===== src/rtl/game_pkg.sv =====
// game_pkg: shared definitions for the game-state responder slice.
// Holds the game state codes, the controller command (flag) codes,
// field width constants and a small saturating-increment helper.
package game_pkg;

  localparam int FLAG_W  = 4;
  localparam int STATE_W = 3;
  localparam int STAGE_W = 2;
  localparam int LIVES_W = 2;
  localparam int SCORE_W = 10;
  localparam int TIMER_W = 7;

  // Game state codes; 2, 6 and 7 are unused.
  typedef enum logic [STATE_W-1:0] {
    ST_READY = 3'd0,
    ST_PLAY  = 3'd1,
    ST_OVER  = 3'd3,
    ST_SCLR  = 3'd4,
    ST_GCLR  = 3'd5
  } game_state_e;

  // Command codes issued by the main game FSM.
  localparam logic [FLAG_W-1:0] F_SCORE  = 4'b0001;
  localparam logic [FLAG_W-1:0] F_LIFE   = 4'b0010;
  localparam logic [FLAG_W-1:0] F_RESUME = 4'b0101;
  localparam logic [FLAG_W-1:0] F_READY  = 4'b1000;
  localparam logic [FLAG_W-1:0] F_SCLR   = 4'b1100;
  localparam logic [FLAG_W-1:0] F_OVER   = 4'b1101;
  localparam logic [FLAG_W-1:0] F_GCLR   = 4'b1110;

  localparam logic [STAGE_W-1:0] STAGE_LAST = 2'd3;

  // Score increment that sticks at the limit instead of wrapping.
  function automatic logic [SCORE_W-1:0] score_sat_inc(
    input logic [SCORE_W-1:0] value,
    input logic [SCORE_W-1:0] limit
  );
    return (value < limit) ? (value + 10'd1) : limit;
  endfunction

endpackage


===== src/rtl/sec_timer.sv =====
// sec_timer: 1 Hz prescaler plus 7-bit seconds down-counter.
// Ports:
//   clk_1mhz     in   system clock
//   rst          in   synchronous active-high reset
//   load         in   load load_val, clear prescaler (wins over everything)
//   load_val     in   seconds to load; loading 0 leaves the timer stopped
//   stop         in   stop counting, timer value frozen
//   timer        out  seconds remaining
//   running      out  counting down
//   sec_posedge  out  one-cycle pulse on every elapsed second
module sec_timer
  import game_pkg::*;
#(
  parameter int CLK_HZ = 1000000
) (
  input  logic               clk_1mhz,
  input  logic               rst,
  input  logic               load,
  input  logic [TIMER_W-1:0] load_val,
  input  logic               stop,
  output logic [TIMER_W-1:0] timer,
  output logic               running,
  output logic               sec_posedge
);

  localparam int PRESC_W = (CLK_HZ > 1) ? $clog2(CLK_HZ) : 1;
  localparam logic [PRESC_W-1:0] PRESC_LAST = PRESC_W'(CLK_HZ - 1);
  localparam logic [PRESC_W-1:0] PRESC_ONE  = PRESC_W'(1);
  localparam logic [PRESC_W-1:0] PRESC_ZERO = PRESC_W'(0);

  logic [PRESC_W-1:0] presc_r;
  logic [TIMER_W-1:0] timer_r;
  logic               running_r;
  logic               sec_r;

  // Prescaler and down-counter; a load in the wrap cycle suppresses the tick.
  always_ff @(posedge clk_1mhz) begin
    if (rst) begin
      presc_r   <= PRESC_ZERO;
      timer_r   <= 7'd0;
      running_r <= 1'b0;
      sec_r     <= 1'b0;
    end else if (load) begin
      presc_r   <= PRESC_ZERO;
      timer_r   <= load_val;
      running_r <= (load_val != 7'd0);
      sec_r     <= 1'b0;
    end else if (stop) begin
      presc_r   <= PRESC_ZERO;
      running_r <= 1'b0;
      sec_r     <= 1'b0;
    end else if (running_r) begin
      if (presc_r == PRESC_LAST) begin
        presc_r   <= PRESC_ZERO;
        sec_r     <= 1'b1;
        timer_r   <= timer_r - 7'd1;
        // Reaching zero stops the counter in the same cycle.
        running_r <= (timer_r != 7'd1);
      end else begin
        presc_r <= presc_r + PRESC_ONE;
        sec_r   <= 1'b0;
      end
    end else begin
      presc_r <= PRESC_ZERO;
      sec_r   <= 1'b0;
    end
  end

  assign timer       = timer_r;
  assign running     = running_r;
  assign sec_posedge = sec_r;

endmodule


===== src/rtl/game_state_responder.sv =====
// game_state_responder: executes controller commands (flag + trig edge),
// tracks game state, stage, lives and score, owns the seconds timer and
// acknowledges every accepted command with a one-cycle done pulse.
// Ports:
//   clk_1mhz       in   system clock
//   rst            in   synchronous active-high reset
//   flag[3:0]      in   command code
//   trig           in   command strobe, acted on at its rising edge
//   done           out  one-cycle acknowledge (also for ignored commands)
//   sec_posedge    out  one pulse per elapsed second while running
//   timer_running  out  timer counting down
//   timer[6:0]     out  seconds remaining
//   state[2:0]     out  game state code
//   stage[1:0]     out  current stage
//   lives[1:0]     out  remaining lives
//   score[9:0]     out  current score
module game_state_responder
  import game_pkg::*;
#(
  parameter int CLK_HZ       = 1000000,
  parameter int COUNTDOWN_S  = 3,
  parameter int STAGE_TIME_S = 30,
  parameter int INIT_LIVES   = 3,
  parameter int SCORE_MAX    = 999
) (
  input  logic         clk_1mhz,
  input  logic         rst,
  input  logic [3:0]   flag,
  input  logic         trig,
  output logic         done,
  output logic         sec_posedge,
  output logic         timer_running,
  output logic [6:0]   timer,
  output logic [2:0]   state,
  output logic [1:0]   stage,
  output logic [1:0]   lives,
  output logic [9:0]   score
);

  localparam logic [TIMER_W-1:0] COUNT_VAL  = TIMER_W'(COUNTDOWN_S);
  localparam logic [TIMER_W-1:0] STAGE_VAL  = TIMER_W'(STAGE_TIME_S);
  localparam logic [LIVES_W-1:0] LIVES_INIT = LIVES_W'(INIT_LIVES);
  localparam logic [SCORE_W-1:0] SCORE_LIM  = SCORE_W'(SCORE_MAX);

  game_state_e        state_r, state_nxt_s;
  logic [STAGE_W-1:0] stage_r, stage_nxt_s;
  logic [LIVES_W-1:0] lives_r, lives_nxt_s;
  logic [SCORE_W-1:0] score_r, score_nxt_s;
  logic               trig_r;
  logic               done_r;
  logic               accept_s;
  logic               load_s;
  logic [TIMER_W-1:0] load_val_s;
  logic               stop_s;
  logic               running_s;

  assign accept_s = trig & ~trig_r;

  // Next game state and timer control for an accepted command.
  always_comb begin
    state_nxt_s = state_r;
    stage_nxt_s = stage_r;
    lives_nxt_s = lives_r;
    score_nxt_s = score_r;
    load_s      = 1'b0;
    load_val_s  = 7'd0;
    stop_s      = 1'b0;
    if (accept_s) begin
      case (state_r)
        ST_READY: begin
          case (flag)
            F_RESUME: begin
              load_s     = 1'b1;
              load_val_s = COUNT_VAL;
            end
            F_READY: begin
              // Play only starts once the countdown has run out.
              if (!running_s) begin
                state_nxt_s = ST_PLAY;
                load_s      = 1'b1;
                load_val_s  = STAGE_VAL;
              end else begin
                state_nxt_s = ST_READY;
              end
            end
            default: state_nxt_s = ST_READY;
          endcase
        end
        ST_PLAY: begin
          case (flag)
            F_SCORE: score_nxt_s = score_sat_inc(score_r, SCORE_LIM);
            F_LIFE:  lives_nxt_s = (lives_r != 2'd0) ? (lives_r - 2'd1) : 2'd0;
            F_SCLR: begin
              state_nxt_s = ST_SCLR;
              stop_s      = 1'b1;
            end
            F_OVER: begin
              state_nxt_s = ST_OVER;
              stop_s      = 1'b1;
            end
            F_GCLR: begin
              state_nxt_s = ST_GCLR;
              stop_s      = 1'b1;
            end
            default: state_nxt_s = ST_PLAY;
          endcase
        end
        ST_SCLR: begin
          if (flag == F_READY) begin
            state_nxt_s = ST_READY;
            stage_nxt_s = (stage_r != STAGE_LAST) ? (stage_r + 2'd1) : STAGE_LAST;
            load_s      = 1'b1;
          end else begin
            state_nxt_s = ST_SCLR;
          end
        end
        ST_OVER, ST_GCLR: begin
          if (flag == F_READY) begin
            state_nxt_s = ST_READY;
            stage_nxt_s = 2'd0;
            lives_nxt_s = LIVES_INIT;
            score_nxt_s = 10'd0;
            load_s      = 1'b1;
          end else begin
            state_nxt_s = state_r;
          end
        end
        default: state_nxt_s = ST_READY;
      endcase
    end else begin
      state_nxt_s = state_r;
    end
  end

  // Game registers, trig history and acknowledge.
  always_ff @(posedge clk_1mhz) begin
    if (rst) begin
      state_r <= ST_READY;
      stage_r <= 2'd0;
      lives_r <= LIVES_INIT;
      score_r <= 10'd0;
      trig_r  <= 1'b0;
      done_r  <= 1'b0;
    end else begin
      state_r <= state_nxt_s;
      stage_r <= stage_nxt_s;
      lives_r <= lives_nxt_s;
      score_r <= score_nxt_s;
      trig_r  <= trig;
      done_r  <= accept_s;
    end
  end

  sec_timer #(
    .CLK_HZ(CLK_HZ)
  ) u_sec_timer (
    .clk_1mhz   (clk_1mhz),
    .rst        (rst),
    .load       (load_s),
    .load_val   (load_val_s),
    .stop       (stop_s),
    .timer      (timer),
    .running    (running_s),
    .sec_posedge(sec_posedge)
  );

  assign timer_running = running_s;
  assign done          = done_r;
  assign state         = state_r;
  assign stage         = stage_r;
  assign lives         = lives_r;
  assign score         = score_r;

endmodule


===== config.mk =====
export PLATFORM = sky130hd
export DESIGN_NAME = game_state_responder
export DESIGN_NICKNAME = d
export VERILOG_FILES = /design/src/rtl/game_pkg.sv /design/src/rtl/sec_timer.sv /design/src/rtl/game_state_responder.sv
export SDC_FILE = /design/constraint.sdc
export NUM_CORES = 1
export LEC_CHECK = 0
export CAP_MARGIN = 25
export CORE_MARGIN = 2
export CORE_UTILIZATION = 39
export CTS_BUF_LIST = sky130_fd_sc_hd__clkbuf_8
export CTS_CLUSTER_DIAMETER = 80
export DETAILED_ROUTE_END_ITERATION = 12
export PLACE_DENSITY_LB_ADDON = 0.2
export SKIP_CTS_REPAIR_TIMING = 1
export SLEW_MARGIN = 30
export SYNTH_ARGS = -nofsm -noshare
export SYNTH_HDL_FRONTEND = slang
export SYNTH_SLANG_ARGS = --single-unit
export TNS_END_PERCENT = 5

===== constraint.sdc =====
create_clock -name clk_1mhz -period 7.1 [get_ports clk_1mhz]
set_input_delay 1.42 -clock clk_1mhz [delete_from_list [all_inputs] [get_ports clk_1mhz]]
set_output_delay 1.42 -clock clk_1mhz [all_outputs]
set_load 0.03 [all_outputs]

# --- Word-level counts from Yosys, hierarchy flattened ---
# Index checks and enable logic that the tools add are counted.
word_totals:
  register_bits: 48
classes:
  addsub: 5
  n_reduce_logical: 18
  n_eq_ne: 21
  magnitude_cmp: 1
  mux: 39
  bitwise: 3
ops:
  columns: ["op", "n"]
  rows:
  - ["10-bit 2-to-1 mux", 3]
  - ["7-bit 2-to-1 mux", 4]
  - ["3-bit case mux with 4 select lines", 2]
  - ["20-bit by 1-bit adder with 20-bit output, second input constant", 1]
  - ["20-bit == test, second input constant", 1]
  - ["10-bit case mux with 2 select lines", 1]
  - ["4-bit == test, second input constant", 4]
  - ["4-bit AND reduction", 4]
  - ["5-bit 2-to-1 mux", 3]
  - ["1-bit 2-to-1 mux", 12]
  - ["2-bit 2-to-1 mux", 6]
  - ["2-bit != test, second input constant", 6]
  - ["10-bit by 1-bit adder with 10-bit output, second input constant", 1]
  - ["10-bit less-than comparator, second input constant", 1]
  - ["5-bit case mux with 2 select lines", 1]
  - ["2-bit nonzero test", 5]
  - ["2-bit case mux with 2 select lines", 2]
  - ["7-bit by 1-bit != test with 1-bit output, second input constant", 1]
  - ["7-bit nonzero test", 1]
  - ["7-bit by 1-bit subtractor with 7-bit output, second input constant", 1]
  - ["3-bit == test, second input constant", 2]
  - ["3-bit 2-to-1 mux", 2]
  - ["3-bit case mux with 2 select lines", 1]
  - ["3-bit OR reduction", 2]
  - ["other kinds (16)", 20]

# --- Depth between registers and ports, before layout ---
logic_depth:
  ltp_word: 7
  ltp_mapped: 8
  ltp_nobuf: 7

# --- Cells and area by module ---
# From an unflattened synthesis, not the netlist that was laid out.
hier_totals:
  cells_unflattened: 329
  hier_area_um2: 2676.3
modules_own_cells:
  columns: ["module", "area_each_um2", "n_inst", "cells_per_inst"]
  rows:
  - ["sec_timer", 1493.9, 1, 179]
  - ["game_state_responder", 1182.4, 1, 150]

# --- Worst setup path after synthesis ---
# OpenSTA, ideal clock, no wires.
synth_timing:
  path_kind: "input port to flip-flop"
  from: "in flag[0]"
  to: "reg score_r[4] (netlist: score[4])"
  stages: 8
  slack_ps: 3697
  t_arrival_ps: 3333
  n_path_buf: 3
  cell_sequence: "buf_4 > or4b_4 > a31o_1 > buf_6 > a21o_1 > buf_6 > or4_1 > a21oi_1"
synth_via:
  elab_chain_len: 3
synth_lines:
  columns: ["element", "line_no", "source"]
  rows:
  - ["start, declared", "game_state_responder.sv:28", "input logic [3:0] flag,"]
  - ["4-bit by 1-bit == test with 1-bit output or 4-bit == test (tied branches)", "game_state_responder.sv:90, game_state_responder.sv:118", null]
  - ["2-bit by 1-bit != test with 1-bit output (no source line) or 2-bit != test (tied branches)", null, null]
  - ["4-bit AND reduction (no source line) *", null, null]
  - ["end signal, assigned", "game_state_responder.sv:148", "score_r <= score_nxt_s;"]
  - ["end, declared", "game_state_responder.sv:48", "logic [SCORE_W-1:0] score_r, score_nxt_s;"]
# Every way passes the cells marked *; elsewhere a longest branch is shown, timed or not.
# A chain may end at the register's enable or synchronous reset.

# --- Worst setup path after layout ---
layout_timing:
  from: "in flag[0]"
  to: "reg state_r[0] (netlist: state[0])"
layout_via:
  elab_chain_len: 4
layout_lines:
  columns: ["element", "line_no", "source"]
  rows:
  - ["4-bit by 1-bit == test with 1-bit output or 4-bit by 2-bit == test with 1-bit output (tied branches)", "game_state_responder.sv:90", "case (flag)"]
  - ["2-bit OR reduction (no source line)", null, null]
  - ["3-bit case mux with 4 select lines or 2-bit != test (tied branches)", null, null]
  - ["3-bit case mux with 4 select lines or 4-bit AND reduction (tied branches)", null, null]
  - ["end signal, assigned", "game_state_responder.sv:145", "state_r <= state_nxt_s;"]
  - ["end, declared", "game_state_responder.sv:45", "game_state_e state_r, state_nxt_s;"]
# Several ways; a longest one is shown, not always the timed one. The select of a mux whose other input is x is not followed.

==> summary by stage <==
Run status
The flow ran to the end, and the final reports show no timing, DRC or antenna violations.

GRT
The overall fraction of global-route tracks in use is 0.1593. Global routing finished with a remaining overflow of 0. The via count of the first global-routing pass is 1967. Entering global routing, the biggest net connects 26 pins. The first global-routing pass estimated 9535 um of wire.

The initial antenna violation count is 0.

Clock tree
Counting the buffers created by CTS gives 5. The register clock-pin slew on the reported worst setup and hold paths is around 80 ps. At the later pin of the worst-skew pair, clock insertion delay measures 290 ps. The number of H-tree branching levels is 2. The longest clock path from root to sink contains 2 buffers. The TritonCTS clock tree is yes.

The number of sinks driven by the clock tree is 48. The clock root buffer is clkbuf_8.

Timing
The worst clock skew is 10.58 ps. The final max-slew violation count came to 0. The final setup violation count is 0.

Setup repair after global routing left no endpoint under its margin. The fmax is 0.2703 GHz. The final critical-path share of the clock period is 0.5210. The number of hold violations in the final report is 0.

The clock period minus worst slack is 3699 ps. The worst slew slack as a fraction of its limit is 0.5376. For the final routed database, the setup TNS stands at 0 ps. For the pin with the worst max-slew slack, the measured transition is slightly below 700 ps.

Setup path
The worst register-to-register path ends at score[4]. Tracing the worst setup path back leads to its startpoint at flag[0]. The worst setup path is captured at a flip-flop. The worst-case reg-to-reg path depth is 5. The critical path goes through clkdlybuf4s50_1 -> or4b_4 -> a31o_1 -> a311oi_1 -> a31oi_1 -> a211oi_1. The setup path with the least slack is of type in -> reg. The stage delay of the slowest cell on the critical path is 610 ps. Setup slack on the worst reg-to-reg path comes out at 4570 ps. The arrival time of data at the critical path endpoint is 3910 ps. The largest individual stage delay along the critical path comes from the cell or4b_4. The beginning of the worst register-to-register path is state[0].

The sort of element at the start of the critical path is a primary input. In this run the worst path has a maximum fanout of 9. The data required time of the critical path is 7310 ps.

Layout
At the end of the flow the core is filled with cells to 0.4627. Fill cells in the final layout number 612. The area growth from synthesis to layout is 15.21%. The diode insertion count for antenna repair is 0. In the final layout, the share of cells above drive strength 1 is 0.03636. The total number of nets in the final design is between 300 and 400.

Logic synthesis
Of all cell types, the one taking the most synthesized area is dfxtp_1. The post-synthesis sequential element count is 48. The net count of the mapped netlist is 314. The synthesized netlist cell count is 303. Of the post-synthesis cell area, the dominant cell type holds 0.3768. Counting instances in the post-synthesis netlist gives the leading cell types as 48 x dfxtp_1, 44 x nor2_1, 24 x nand2_1. By area the synthesized netlist is led by dfxtp_1 38%, nor2_1 6.5%, xnor2_1 4.5%. The number of distinct library cells after synthesis is 54. For this run, asynchronously set or reset flops after synthesis account for 0.

The Yosys step of the flow raised 0 warnings. The share of the Yosys chip area taken by registers is 0.3768. The average size of a mapped cell is 8.416 um2.

The total standard cell area after synthesis is 0.002550 mm2. The cell with the most instances after synthesis is dfxtp_1. The number of enable flip-flop cells after synthesis is 0. The most used flip-flop cell after synthesis is dfxtp_1.

Job
The number of violations of the max-capacitance limit is 0.

Die
The initial utilization of the core area, before any placement, comes to 0.4016. In this run the count of I/O pins placed on the die edge is 34. The floorplan step defined a core boundary enclosing 0.006350 mm2.

From bottom edge to top edge, the die measures ~85 um. The die width is roughly 85 um. The area of the die is a little over 0.007 mm2. Row generation in the floorplan step produced 29 rows.

Placement
The routability congestion estimate from global placement is 0.8767. The port buffer count is 33. The final HPWL from detailed placement is 3909 um.

Routing
The pre-antenna-repair detailed-routing pass consisted of 4 iterations. The total wire length is about 5500 um. After detailed routing, the number of remaining DRC violations is 0. The vias after detailed routing is approximately 2200. Dividing the detail-routed via count by the number of cells gives 5.445. In this run, the number of DRC markers left after iteration 0 of detailed routing was 89. The remaining antenna violation count is 0. After detailed routing, the average wire length per cell comes to 13.49 um.

Hold path
The capture endpoint of the worst hold path is lives[1]. The worst hold path class is reg -> reg. Along the worst hold path, the cell count comes to 2. In this run the most critical hold path is launched from lives[1].

Power and ir drop
IR analysis of the VDD net gives a maximum drop of 0.00008716 V. The overall power of the completed layout is around 460 uW. For this design the ratio of total power to cell area is 155.9 mW/mm2.

The analysis attributes to cell leakage a power of between 0.0009 and 0.001 uW.
## cell usage in the layout (no fill, tap or decap), drive strengths merged, types with 2 or more instances in the layout
cell type / n
dfxtp: 48
nor2: 44
clkdlybuf4s50: 33
nand2: 24
nand3: 16
o21ai: 14
xnor2: 13
nor3: 12
xor2: 10
inv: 9
a21oi: 9
and3: 8
nand4: 5
and4: 5
clkbuf: 5
and2: 4
nor2b: 4
nor4b: 4
nor3b: 4
or4: 4
nand2b: 4
a31oi: 4
ha: 4
a311oi: 3
nand3b: 3
nor4: 3
a21boi: 3
or2: 2
nand4b: 2
o21a: 2
a22oi: 2
o211a: 2
o211ai: 2
a31o: 2
## power by group
group	leakage [uW]	internal [uW]	total (uW)	switching, uW
clock	0.0000359	63.8	149	85.5
sequential	0.000387	271	274	3.12
combinational	0.000551	14.3	34.5	20.2
## cell type report
class	count	area [um2]	area share
multi-input combinational	234	1440	0.4902
inverter	9	33.78	0.01150
clock buffer	5	68.82	0.02342
timing repair buffer	34	337.8	0.1150
tap	77	96.34	0.03279
sequential	48	960.9	0.3271
## worst max-delay path, delay by kind of cell
family,cells,cell delay [ps]
AOI/OAI and AO/OA,4,1330
and+or+nand+nor,1,610
buffers and inverters,1,540
## cells by family after synthesis
group                      share of synthesized area
and+or+nand+nor                               0.3116
AOI/OAI and AO/OA                             0.1506
DFF                                           0.3768
xor gates and xnor gates                     0.07900
buffers and inverters                        0.05839
adders and majority gates                    0.01963
muxes                                       0.003926
## flip-flops by register name (all words and copies together), names as in the netlist
signal	flops
stage	2
u_sec_timer.timer	7
done	1
state	3
trig_r	1
score	10
lives	2
u_sec_timer.sec_posedge	1
u_sec_timer.running	1
u_sec_timer.presc_r	20
## worst max path at each step
stage / end / slack (ps) / cells past startpoint
CTS: state[0] / 3430 / 6
floorplan: score[4] / 3700 / 8
global route: score[5] / 3260 / 6
global placement: state[0] / 3130 / 6
detailed placement: state[0] / 3120 / 6
finish: state[0] / 3400 / 6
## metrics by stage
| step | cell area, um2 | worst slack, ps | hold WS [ps] | std cells |
|---|---|---|---|---|
| after global placement | 2869 | 3131 | 460.1 | 402 |
| after CTS | 2938 | 3431 | 479.7 | 407 |
| after detailed placement | 2869 | 3125 | 466.7 | 402 |
| final | 2938 | 3401 | 474.4 | 407 |
| after global routing | 2938 | 3259 | 513.7 | 407 |
| after floorplan | 2550 | 3697 | 441.6 | 303 |
## routing by layer
layer | up-vias | global-route usage | share of wire
met2 | 40 | 0.2398 | 0.43
met1 | 1025 | 0.2326 | 0.53
li1 | 1146 | - | -
met4 | 0 | 0.03896 | 0.0077
met3 | 5 | 0.03502 | 0.034
met5 | - | 0 | 0
(Power assumes the default switching activity.)
